<file path="src/rtl/multi_chain_driver.sv">
// multi_chain_driver: streams the framebuffer to c_chains parallel serial LED
// chains sharing one serial clock and one latch line. A free-running frame
// timer starts each frame; every channel is shifted MSB-first from the top
// address down, then a latch pulse is issued.
// Optional build macro DRIVER_BLANK_EN adds i_blank (sampled at the frame tick)
// which forces the whole frame to shift zeros while addressing continues.
module multi_chain_driver #(
    parameter int unsigned c_ledboards    = 30,
    parameter int unsigned c_chains       = 2,
    parameter int unsigned c_bpc          = 12,
    parameter int unsigned c_clk_div      = 2,
    parameter int unsigned c_frame_period = 50000
) (
    input  logic                              i_clk,
    input  logic                              i_rst_n,
    input  logic [c_chains*c_bpc-1:0]         i_data,
`ifdef DRIVER_BLANK_EN
    input  logic                              i_blank,
`endif
    output logic [$clog2(c_ledboards*32)-1:0] o_addr,
    output logic                              o_clk,
    output logic [c_chains-1:0]               o_dai,
    output logic                              o_lat,
    output logic                              o_busy,
    output logic                              o_frame_start,
    output logic                              o_overrun
);

    localparam int unsigned c_nch = c_ledboards * 32;
    localparam int unsigned AW    = $clog2(c_nch);
    localparam int unsigned BW    = $clog2(c_bpc + 1);
    localparam int unsigned DW    = $clog2(c_clk_div + 1);
    localparam int unsigned TW    = $clog2(c_frame_period);

    typedef enum logic [2:0] {
        S_IDLE,
        S_FETCH,
        S_LOAD,
        S_SHIFT,
        S_LATCH
    } state_t;

    state_t                             r_state;
    logic [TW-1:0]                      r_timer;
    logic [AW-1:0]                      r_index;
    logic [DW-1:0]                      r_div;
    logic                               r_phase;
    logic [BW-1:0]                      r_bit;
    logic [c_chains-1:0][c_bpc-1:0]     r_shift;
    logic [c_chains-1:0][c_bpc-1:0]     w_load;
    logic                               w_tick;
    logic                               w_div_end;

`ifdef DRIVER_BLANK_EN
    logic                               r_blank;
    assign w_load = r_blank ? '0 : i_data;
`else
    assign w_load = i_data;
`endif

    assign w_tick    = (r_timer == TW'(c_frame_period - 1));
    assign w_div_end = (r_div == DW'(c_clk_div - 1));

    // Serial data is the MSB of each shift register; the register drains to
    // zero after c_bpc shifts, so o_dai is 0 outside an active bit.
    always_comb begin
        o_dai = '0;
        for (int k = 0; k < int'(c_chains); k++) begin
            o_dai[k] = r_shift[k][c_bpc-1];
        end
    end

    // Free-running frame timer, wraps at c_frame_period-1.
    always_ff @(posedge i_clk or negedge i_rst_n) begin
        if (!i_rst_n) begin
            r_timer <= '0;
        end else if (w_tick) begin
            r_timer <= '0;
        end else begin
            r_timer <= r_timer + TW'(1);
        end
    end

    // Frame sequencer: fetch/load/shift per channel, then latch.
    always_ff @(posedge i_clk or negedge i_rst_n) begin
        if (!i_rst_n) begin
            r_state       <= S_IDLE;
            r_index       <= AW'(c_nch - 1);
            r_div         <= '0;
            r_phase       <= 1'b0;
            r_bit         <= '0;
            r_shift       <= '0;
            o_addr        <= '0;
            o_clk         <= 1'b0;
            o_lat         <= 1'b0;
            o_busy        <= 1'b0;
            o_frame_start <= 1'b0;
            o_overrun     <= 1'b0;
`ifdef DRIVER_BLANK_EN
            r_blank       <= 1'b0;
`endif
        end else begin
            o_frame_start <= 1'b0;
            if (w_tick && (r_state != S_IDLE)) begin
                o_overrun <= 1'b1;
            end
            case (r_state)
                S_IDLE: begin
                    if (w_tick) begin
                        r_state       <= S_FETCH;
                        o_frame_start <= 1'b1;
                        o_busy        <= 1'b1;
                        r_index       <= AW'(c_nch - 1);
                        o_addr        <= AW'(c_nch - 1);
`ifdef DRIVER_BLANK_EN
                        r_blank       <= i_blank;
`endif
                    end
                end
                S_FETCH: begin
                    o_clk   <= 1'b0;
                    r_state <= S_LOAD;
                end
                S_LOAD: begin
                    r_shift <= w_load;
                    r_div   <= '0;
                    r_phase <= 1'b0;
                    r_bit   <= '0;
                    r_state <= S_SHIFT;
                end
                S_SHIFT: begin
                    if (!w_div_end) begin
                        r_div <= r_div + DW'(1);
                    end else begin
                        r_div <= '0;
                        if (!r_phase) begin
                            r_phase <= 1'b1;
                            o_clk   <= 1'b1;
                        end else begin
                            r_phase <= 1'b0;
                            o_clk   <= 1'b0;
                            for (int k = 0; k < int'(c_chains); k++) begin
                                r_shift[k] <= {r_shift[k][c_bpc-2:0], 1'b0};
                            end
                            if (r_bit == BW'(c_bpc - 1)) begin
                                if (r_index == '0) begin
                                    r_state <= S_LATCH;
                                    o_lat   <= 1'b1;
                                end else begin
                                    r_index <= r_index - AW'(1);
                                    o_addr  <= r_index - AW'(1);
                                    r_state <= S_FETCH;
                                end
                            end else begin
                                r_bit <= r_bit + BW'(1);
                            end
                        end
                    end
                end
                S_LATCH: begin
                    // Two divider periods of latch, reusing the phase bit.
                    if (!w_div_end) begin
                        r_div <= r_div + DW'(1);
                    end else begin
                        r_div <= '0;
                        if (!r_phase) begin
                            r_phase <= 1'b1;
                        end else begin
                            r_phase <= 1'b0;
                            o_lat   <= 1'b0;
                            o_busy  <= 1'b0;
                            r_state <= S_IDLE;
                        end
                    end
                end
                default: begin
                    r_state <= S_IDLE;
                end
            endcase
        end
    end

endmodule

</file>
<file path="config.mk">
export PLATFORM = sky130hd
export DESIGN_NAME = multi_chain_driver
export DESIGN_NICKNAME = d
export VERILOG_FILES = /design/src/rtl/multi_chain_driver.sv
export SDC_FILE = /design/constraint.sdc
export NUM_CORES = 1
export LEC_CHECK = 0
export CAP_MARGIN = 0
export CORE_ASPECT_RATIO = 1.2
export CORE_MARGIN = 2
export CORE_UTILIZATION = 42
export CTS_CLUSTER_SIZE = 10
export DETAILED_ROUTE_END_ITERATION = 8
export PLACE_DENSITY = 0.62
export RECOVER_POWER = 100
export SETUP_SLACK_MARGIN = 0.15
export SLEW_MARGIN = 20
export SYNTH_ARGS = -nofsm -noshare
export SYNTH_HDL_FRONTEND = slang
export SYNTH_SLANG_ARGS = --single-unit
</file>
<file path="constraint.sdc">
create_clock -name i_clk -period 3.1 [get_ports i_clk]
set_input_delay 0.62 -clock i_clk [delete_from_list [all_inputs] [get_ports i_clk]]
set_output_delay 0.62 -clock i_clk [all_outputs]
set_load 0.05 [all_outputs]
</file>
# Word level (Yosys, flattened, before mapping)
# Index checks and enable logic that the tools add are counted.
dict set report op_classes {
  eq_ne 17
  n_reduce_logical 19
  n_addsub 4
  mux 39
}
# op count
set op_table {}
lappend op_table {{10-bit 2-to-1 mux} 5}
lappend op_table {{24-bit 2-to-1 mux} 2}
lappend op_table {{24-bit one-hot mux with 2 select lines} 1}
lappend op_table {{3-bit 2-to-1 mux} 7}
lappend op_table {{10-bit one-hot mux with 2 select lines} 1}
lappend op_table {{2-bit != test (second input constant)} 9}
lappend op_table {{16-bit by 1-bit adder with 16-bit output (second input constant)} 1}
lappend op_table {{16-bit == test (second input constant)} 1}
lappend op_table {{16-bit 2-to-1 mux} 1}
lappend op_table {{3-bit one-hot mux with 5 select lines} 1}
lappend op_table {{4-bit 2-to-1 mux} 3}
lappend op_table {{6-bit AND reduction} 2}
lappend op_table {{2-bit nonzero test} 6}
lappend op_table {{1-bit 2-to-1 mux} 11}
lappend op_table {{10-bit zero test} 1}
lappend op_table {{10-bit by 1-bit subtractor with 10-bit output (second input constant)} 1}
lappend op_table {{1-bit one-hot mux with 2 select lines} 4}
lappend op_table {{4-bit one-hot mux with 2 select lines} 1}
lappend op_table {{4-bit AND reduction} 2}
lappend op_table {{7-bit AND reduction} 1}
lappend op_table {{3-bit by 2-bit == test with 1-bit output (second input constant)} 2}
lappend op_table {{4-bit by 1-bit adder with 4-bit output (second input constant)} 1}
lappend op_table {{4-bit == test (second input constant)} 1}
lappend op_table {{2-bit one-hot mux with 2 select lines} 1}
lappend op_table {{other kinds (12)} 13}
dict set report word_totals {
  ff_bits 75
  in_bits 26
  out_inout_bits 17
  wordCells 93
}

# Logic depth before layout (Yosys ltp)
# Gate-level depths: netlist (run 1).
dict set report logic_depth {
  depth_word 6
  ltp_mapped 8
  ltp_nobuf 7
}

# Worst setup path before layout (run 1)
# OpenSTA, ideal clock, no wires.
dict set report synth_path {
  kind {register -> register}
  startpoint {register r_index[0]}
  endpoint {register o_addr[3]}
  path_buffers 1
  t_arrival_ps 2096
  path_slack_ps 885
  t_required_ps 2981
  period_less_slack_ps 2215
  setup_time_ps 119
  path_stages_with_launch 9
  path_cell_list {dfstp_2 inv_1 ha_1 or4b_4 or4_4 nor2_4 nor2_2 buf_6 o21a_1}
}
dict set report synth_between {
  elab_chain_cells 6
  elab_cells_between_ends 9
  cone_classes {1 x add/sub; 1 x eq/ne; 5 x mux; 2 x reduce/logical}
}
# element line_no
set synth_rtl {}
lappend synth_rtl {{from (decl)} 45} ;# logic [AW-1:0] r_index;
lappend synth_rtl {{from (signal assigned)} 88} ;# r_index <= AW'(c_nch - 1);
lappend synth_rtl {{from (signal assigned)} 113} ;# r_index <= AW'(c_nch - 1);
lappend synth_rtl {{from (signal assigned)} 150} ;# r_index <= r_index - AW'(1);
lappend synth_rtl {{10-bit by 1-bit subtractor with 10-bit output} 151} ;# o_addr <= r_index - AW'(1);
lappend synth_rtl {{10-bit 2-to-1 mux} 146} ;# if (r_index == '0) begin
lappend synth_rtl {{10-bit 2-to-1 mux} 145} ;# if (r_bit == BW'(c_bpc - 1)) begin
lappend synth_rtl {{10-bit 2-to-1 mux} 136} ;# if (!r_phase) begin
lappend synth_rtl {{10-bit 2-to-1 mux} 132} ;# if (!w_div_end) begin
lappend synth_rtl {{10-bit one-hot mux with 2 select lines} 107} ;# case (r_state)
lappend synth_rtl {{to (signal assigned)} 114} ;# o_addr <= AW'(c_nch - 1);
lappend synth_rtl {{to (signal assigned)} 151}
lappend synth_rtl {{to (decl)} 20} ;# output logic [$clog2(c_ledboards*32)-1:0] o_addr,
# Several ways; a longest one is shown, not always the timed one. The select of a mux whose other input is x is not followed.
# A chain may end at the register's enable or synchronous reset.

# Final worst setup path (run 1)
dict set report layout_path {
  startpoint {register r_index[0]}
  endpoint {register r_index[2]}
}
dict set report layout_between {
  elab_chain_cells 6
  elab_cells_between_ends 9
  cone_classes {1 x add/sub; 1 x eq/ne; 5 x mux; 2 x reduce/logical}
}
# element line_no
set layout_rtl {}
lappend layout_rtl {{10-bit by 1-bit subtractor with 10-bit output} 150}
lappend layout_rtl {{10-bit 2-to-1 mux} 146}
lappend layout_rtl {{10-bit 2-to-1 mux} 145}
lappend layout_rtl {{10-bit 2-to-1 mux} 136}
lappend layout_rtl {{10-bit 2-to-1 mux} 132}
lappend layout_rtl {{10-bit one-hot mux with 2 select lines} 107}
# Several ways; a longest one is shown, not always the timed one. The select of a mux whose other input is x is not followed.

==> out/metrics.cfg, run 1 <==
[clock_tree]
clkTransAtPathRegs_ns = 0.08
holdBufCountCts = 0
clockBufferDepth = 2
cts_tree = built
cts_buffers = 9
ctsResizeCount = 0
cts_setup_buffers = 0
htree_levels = 3
clock_latency_ns = 0.34
cts_root_buf = clkbuf_8
cts.sinks = 74

[drt]
detail_route.iter0.violations = 56
post-route-drc-count = 0
via_count = 2519
wl_met2_um = 3124
wl_met3_um = 179
wl_per_cell_um = 13.17
wl_met1_um = 3070
top_layer_used = met4
first_pass_iters = 4
drt-total-wl_um = 6495
ant_nets = 0
vias_per_cell = 5.110

[pwr]
p_leak_nw = 2.077
combPwrFrac_pct = 3.0
irDropWorstVdd_uv = 211.8
p_seq_share_pct = 51.9
sw_frac_of_total_pct = 20.74
clkPwrFrac_pct = 45.0
p_per_area_nw_per_um2 = 442.7
intPower_w = 0.001473
p_switching_w = 0.0003854

[global_route]
overflow = 0
grt_pass1_wl_um = 11450
grt_max_degree = 75
grt_antenna_before_repair = 0
grt.total_usage_pct = 15.69
grt_pass1_vias = 2518

[critical_path]
crit_path_start = r_index[0]$_DFFE_PN1P_
critPathKind = reg2reg
critPathLaunchType = flop
reg2reg_slack_ns = 0.51
arrival_ns = 2.88
rr_startpoint = r_index[0]$_DFFE_PN1P_
critPathRequiredTime_ns = 3.39
path_max_fanout = 9
endpoint_kind = flop
rr_endpoint = r_index[2]$_DFFE_PN1P_
reg2regPathDepth = 7

[min_path]
min_from = o_overrun$_DFFE_PN0P_
min_path_type = reg2reg
hold_depth = 1
holdPathEnd = o_overrun$_DFFE_PN0P_

[placed_design]
hpwl_um = 4459
numPortBuffers = 42
post-place-ws_ns = 0.7635
place.gp.congestion = 0.8065

[logic_synthesis]
syn_nets = 367
syn_area_per_cell_sq_um = 10.44
synth_edf_count = 0
synthDistinctLibCells = 48
ys_seq_area_share_pct = 52.82
synth_area_sq_um = 3527
synthFlopType = dfrtp_1
ys_ff_latch = 74
postSynth.asyncResetShare_pct = 100.0
ys_warn_count = 0
syn-instance-count = 338

[sta]
setup_ws_ns = 0.5053
tightest_slew_ns = 1.808
maxSlewViolCount = 75
fin_crit_sh_pct = 83.70
rsz0062_at_grt = no
setup_viol = 0
finClkSkew_ns = 0.008927
setup-tns-final_ns = 0
max_slew_margin_pct = -20.52
fin_crit_ns = 2.595
timing.hold.ws_ns = 0.4574
max_freq_mhz = 385.4
finalHoldViolCount = 0

[finish]
final_cell_mix = 65 x dfrtp_1, 48 x nand2_1, 33 x o21ai_0, 24 x clkdlybuf4s50_1, 23 x mux2i_1
drive_above_1_share_pct = 9.235
area_delta_synth_final_pct = 19.01
fill_cells = 759
diodes = 0
fin_nets = 403
final_common_cell = dfrtp_1

[floorplanning]
io_pins = 43
dieHeight_um = 104.4
coreArea_sq_um = 8153
die_area_sq_um = 9150
num_rows = 36
start_util_pct = 43.26
fp.dieW_um = 87.66

[run_status]
outcome = finished, violations left
violations = max-capacitance violations, max-slew violations

[flow_run]
cap_viol_max_count = 1

## routing by layer
layer  vias to the layer above  track usage (%)
met5                         -                0
met4                         0            7.582
met3                         9            3.095
met2                        35            25.22
met1                      1230            19.93
li1                       1245                -
## cell type report
cell class / instances / area [sq um] / share of cell area (%)
flip-flops and latches: 74 / 1863 / 44.38
clock buffers: 10 / 137.6 / 3.279
well taps: 114 / 142.6 / 3.398
repair buffers: 45 / 431.7 / 10.28
clock inverters: 6 / 90.09 / 2.146
inverters: 4 / 15.01 / 0.3577
multi-input cells: 240 / 1518 / 36.16
## logic make-up after synthesis
family	share of synthesized area, %
AOI/OAI and AO/OA	12.70
xor gates and xnor gates	4.966
adders and majority gates	1.064
buffers and inverters	3.724
DFF	52.82
muxes	7.166
and+or+nand+nor	17.56
## cells in the mapped netlist, drive strengths merged, types with 2 or more instances
cell type | count | area [sq um]
dfrtp | 65 | 1627
nand2 | 49 | 186.4
o21ai | 33 | 165.2
mux2i | 23 | 230.2
nor2 | 20 | 85.08
clkbuf | 12 | 45.04
o21a | 12 | 90.09
xor2 | 12 | 105.1
dfstp | 9 | 236.5
nand3 | 9 | 50.05
nor3 | 8 | 40.04
xnor2 | 8 | 70.07
a22o | 7 | 61.31
buf | 7 | 60.05
and3 | 6 | 37.54
or3 | 5 | 32.53
a21oi | 4 | 20.02
a2bb2oi | 4 | 35.03
inv | 4 | 15.01
nand2b | 4 | 25.02
nand3b | 4 | 30.03
a21o | 3 | 22.52
a31oi | 3 | 18.77
ha | 3 | 37.54
nor2b | 3 | 18.77
and2 | 2 | 12.51
mux2 | 2 | 22.52
nand4 | 2 | 12.51
nor4 | 2 | 12.51
nor4b | 2 | 17.52
## per-stage QoR
stage               instances  total power (W)  utilization, %  instance area (sq um)
finish                    493         0.001858           51.49                   4198
global route              493         0.001930           51.49                   4198
CTS                       493         0.001892           51.78                   4222
detailed placement        477         0.001043           48.99                   3994
global placement          477         0.001043           48.99                   3994
floorplan                 338        0.0009912               -                   3527
## power by group through the flow
| stage | sequential [W] | clock (W) | combinational [W] |
|---|---|---|---|
| 5_1_grt | 0.000965 | 0.000901 | 0.0000639 |
| 3_5_place_dp | 0.000984 | 0 | 0.0000598 |
| 3_3_place_gp | 0.000984 | 0 | 0.0000593 |
| 4_1_cts | 0.000965 | 0.000867 | 0.0000596 |
| 2_1_floorplan | 0.000984 | 0 | 0.00000726 |
| 6_report | 0.000965 | 0.000837 | 0.0000565 |
## worst max-delay path by stage
stage / cells after the start / endpoint
5_1_grt: 7 / o_addr[5]$_DFFE_PN0P_
3_3_place_gp: 7 / r_index[9]$_DFFE_PN1P_
6_report: 7 / r_index[2]$_DFFE_PN1P_
4_1_cts: 7 / r_index[9]$_DFFE_PN1P_
3_5_place_dp: 7 / r_index[2]$_DFFE_PN1P_
2_1_floorplan: 8 / o_addr[3]$_DFFE_PN0P_
## critical path: stages, from the launching register on
cell and delay [ns]:
dfstp_1 0.40, inv_1 0.09, ha_1 0.20, or4b_1 0.53
or4_1 0.60, and2_0 0.41, nand2_1 0.18, o21a_1 0.14
## state kept, by name, summed over array words and instances (netlist names)
register,cells
o_dai,2
r_timer,16
o_lat,1
r_bit,4
r_phase,1
o_frame_start,1
r_shift,22
o_addr,10
r_div,2
o_overrun,1
o_busy,1
r_state,3
o_clk,1
r_index,9
(Power assumes the default switching activity.)
==> run 2: changes to the inputs <==
- clock period: 3.1 -> 2.6 ns (I/O delays scaled with it)
==> run 2 against run 1 <==
Effect of this change:
- the flow still finishes with violations (max-capacitance violations, max-slew violations)
- core utilization rose by 0.26 points
- count of clock-buffer cells in the layout rose by 1
- wire length rose by 2.8%
- setup slack got worse by 0.28 ns
- critical path depth did not move
- worst hold slack barely moved
- flip-flop and latch count did not move
- largest cell class unchanged
==> out/metrics.cfg, run 2 (same netlist as run 1, synthesis figures left out) <==
[placed_design]
dp.cells = 480
numPortBuffers = 42
hpwl_um = 4505
place.gp.congestion = 0.7422

[critical_path]
endpoint_kind = flop
arrival_ns = 2.68
crit_path_top_delay_cell = or4_4
worst-path-buf-inv = 1
path_max_fanout = 9
critPathKind = reg2reg
crit_path_start = r_index[0]$_DFFE_PN1P_
critPathLaunchType = flop
reg2reg_slack_ns = 0.23
rr_startpoint = r_index[0]$_DFFE_PN1P_
cpPeakStageDelay_ns = 0.57
critPathRequiredTime_ns = 2.90
cp_cell_sequence = inv_1 > ha_1 > or4b_1 > or4_4 > and2_2 > nand3_1 > o211a_1
cp_top_family = simple AND/OR/NAND/NOR gates

[pwr]
p_leak_nw = 2.088
irDropWorstVdd_uv = 297.5
intPower_w = 0.001754
clkPwrFrac_pct = 44.9
p_switching_w = 0.0004574
p_per_area_nw_per_um2 = 524.0
combPwrFrac_pct = 3.1
sw_frac_of_total_pct = 20.69
p_seq_share_pct = 52.1

[drt]
wl_per_cell_um = 13.47
post-route-drc-count = 0
via_count = 2494
detail_route.iter0.violations = 91
vias_per_cell = 5.028
first_pass_iters = 4
drt-total-wl_um = 6680
ant_nets = 0

[clock_tree]
htree_levels = 3
holdBufCountCts = 0
cts_root_buf = clkbuf_8
clock_latency_ns = 0.36
cts_tree = built
cts.sinks = 74
cts_setup_buffers = 0
cts_buffers = 9
clockBufferDepth = 2
clkTransAtPathRegs_ns = 0.08

[global_route]
grt.total_usage_pct = 15.88
grtUsageMet2_pct = 24.35
grt_antenna_before_repair = 0
grt_pass1_vias = 2458
grt_max_degree = 75
use_met1_pct = 21.07
overflow = 0
busiest_layer = met2
gr-usage-met3_pct = 3.968
grt_pass1_wl_um = 11470

[finish]
area_delta_synth_final_pct = 19.62
fill_cells = 780
largest_reg_flops = 22
fin_cells = 496
final_common_cell = dfrtp_1
largest_register = r_shift
fin_nets = 406
seqCellArea_sq_um = 1863
top_regs = r_shift (22), r_timer (16), o_addr (10)
drive_above_1_share_pct = 9.686
diodes = 0
multiInputGateArea_sq_um = 1528
final_cell_mix = 65 x dfrtp_1, 49 x nand2_1, 33 x o21ai_0, 24 x clkdlybuf4s50_1, 23 x mux2i_1

[sta]
finClkSkew_ns = 0.01071
max_slew_margin_pct = -21.72
fin_crit_sh_pct = 91.30
tightest_slew_ns = 1.826
maxSlewViolCount = 75
max_freq_mhz = 421.3
finalHoldViolCount = 0
setup-tns-final_ns = 0
rsz0062_at_grt = no
setup_viol = 0
fin_crit_ns = 2.374

[floorplanning]
coreArea_sq_um = 8153
fp.dieW_um = 87.66
dieHeight_um = 104.4
num_rows = 36
start_util_pct = 43.26
io_pins = 43
die_area_sq_um = 9150

[min_path]
min_path_type = reg2reg
min_from = r_timer[0]$_DFF_PN0_

[run_status]
violations = max-capacitance violations, max-slew violations
outcome = finished, violations left

[flow_run]
cap_viol_max_count = 1

-- run 2: area by class of cell --
type	instances	share of cell area, %
Sequential cell	74	44.16
Multi-Input combinational cell	240	36.21
Timing Repair Buffer	48	10.68
Tap cell	114	3.381
Clock buffer	11	3.351
Clock inverter	5	1.868
Inverter	4	0.3559
-- run 2: worst paths after layout --
kind	to	cells past startpoint
setup reg to reg	r_index[9]$_DFFE_PN1P_	7
setup / recovery	r_index[9]$_DFFE_PN1P_	7
max in group asynchronous	r_timer[10]$_DFF_PN0_	1
hold reg to reg	r_timer[0]$_DFF_PN0_	1
min in group asynchronous	r_bit[1]$_DFFE_PN0P_	1
hold / removal	r_timer[0]$_DFF_PN0_	1
-- run 2: repair_timing --
action / in CTS / in global routing
hold endpoints to repair: 0 / 0
resized for setup: 0 / 2
setup endpoints to repair: 0 / 8
-- run 2: worst register-to-register path: stages, from the launching register on --
cell and delay, ns:
dfstp_1 0.39, inv_1 0.09, ha_1 0.19, or4b_1 0.54
or4_4 0.57, and2_2 0.29, nand3_1 0.10, o211a_1 0.15
-- run 2: per-layer routing --
layer | part of all wire (%) | vias to the layer above
met2 | 47 | 36
met5 | 0 | -
met4 | 1.7 | 0
li1 | - | 1250
met3 | 3.5 | 9
met1 | 47 | 1199
-- run 2: stage by stage --
stage	instance area, sq um	total power (W)	util (%)	worst slack, ns	hold WS [ns]
after global placement	4016	0.001244	49.26	0.3040	0.4527
after floorplan	3527	0.001182	-	0.3852	0.2244
final	4219	0.002211	51.75	0.2263	0.4576
after CTS	4237	0.002246	51.96	0.2481	0.3349
after global routing	4219	0.002293	51.75	0.1010	0.4935
after detailed placement	4016	0.001244	49.26	0.2700	0.4549
-- run 2: power groups by stage --
| stage | Combinational [W] | Sequential (W) | Clock (W) |
|---|---|---|---|
| floorplan | 0.00000866 | 0.00117 | 0 |
| global placement | 0.0000707 | 0.00117 | 0 |
| detailed placement | 0.0000709 | 0.00117 | 0 |
| CTS | 0.0000711 | 0.00115 | 0.00102 |
| global route | 0.0000767 | 0.00115 | 0.00107 |
| finish | 0.0000676 | 0.00115 | 0.000992 |
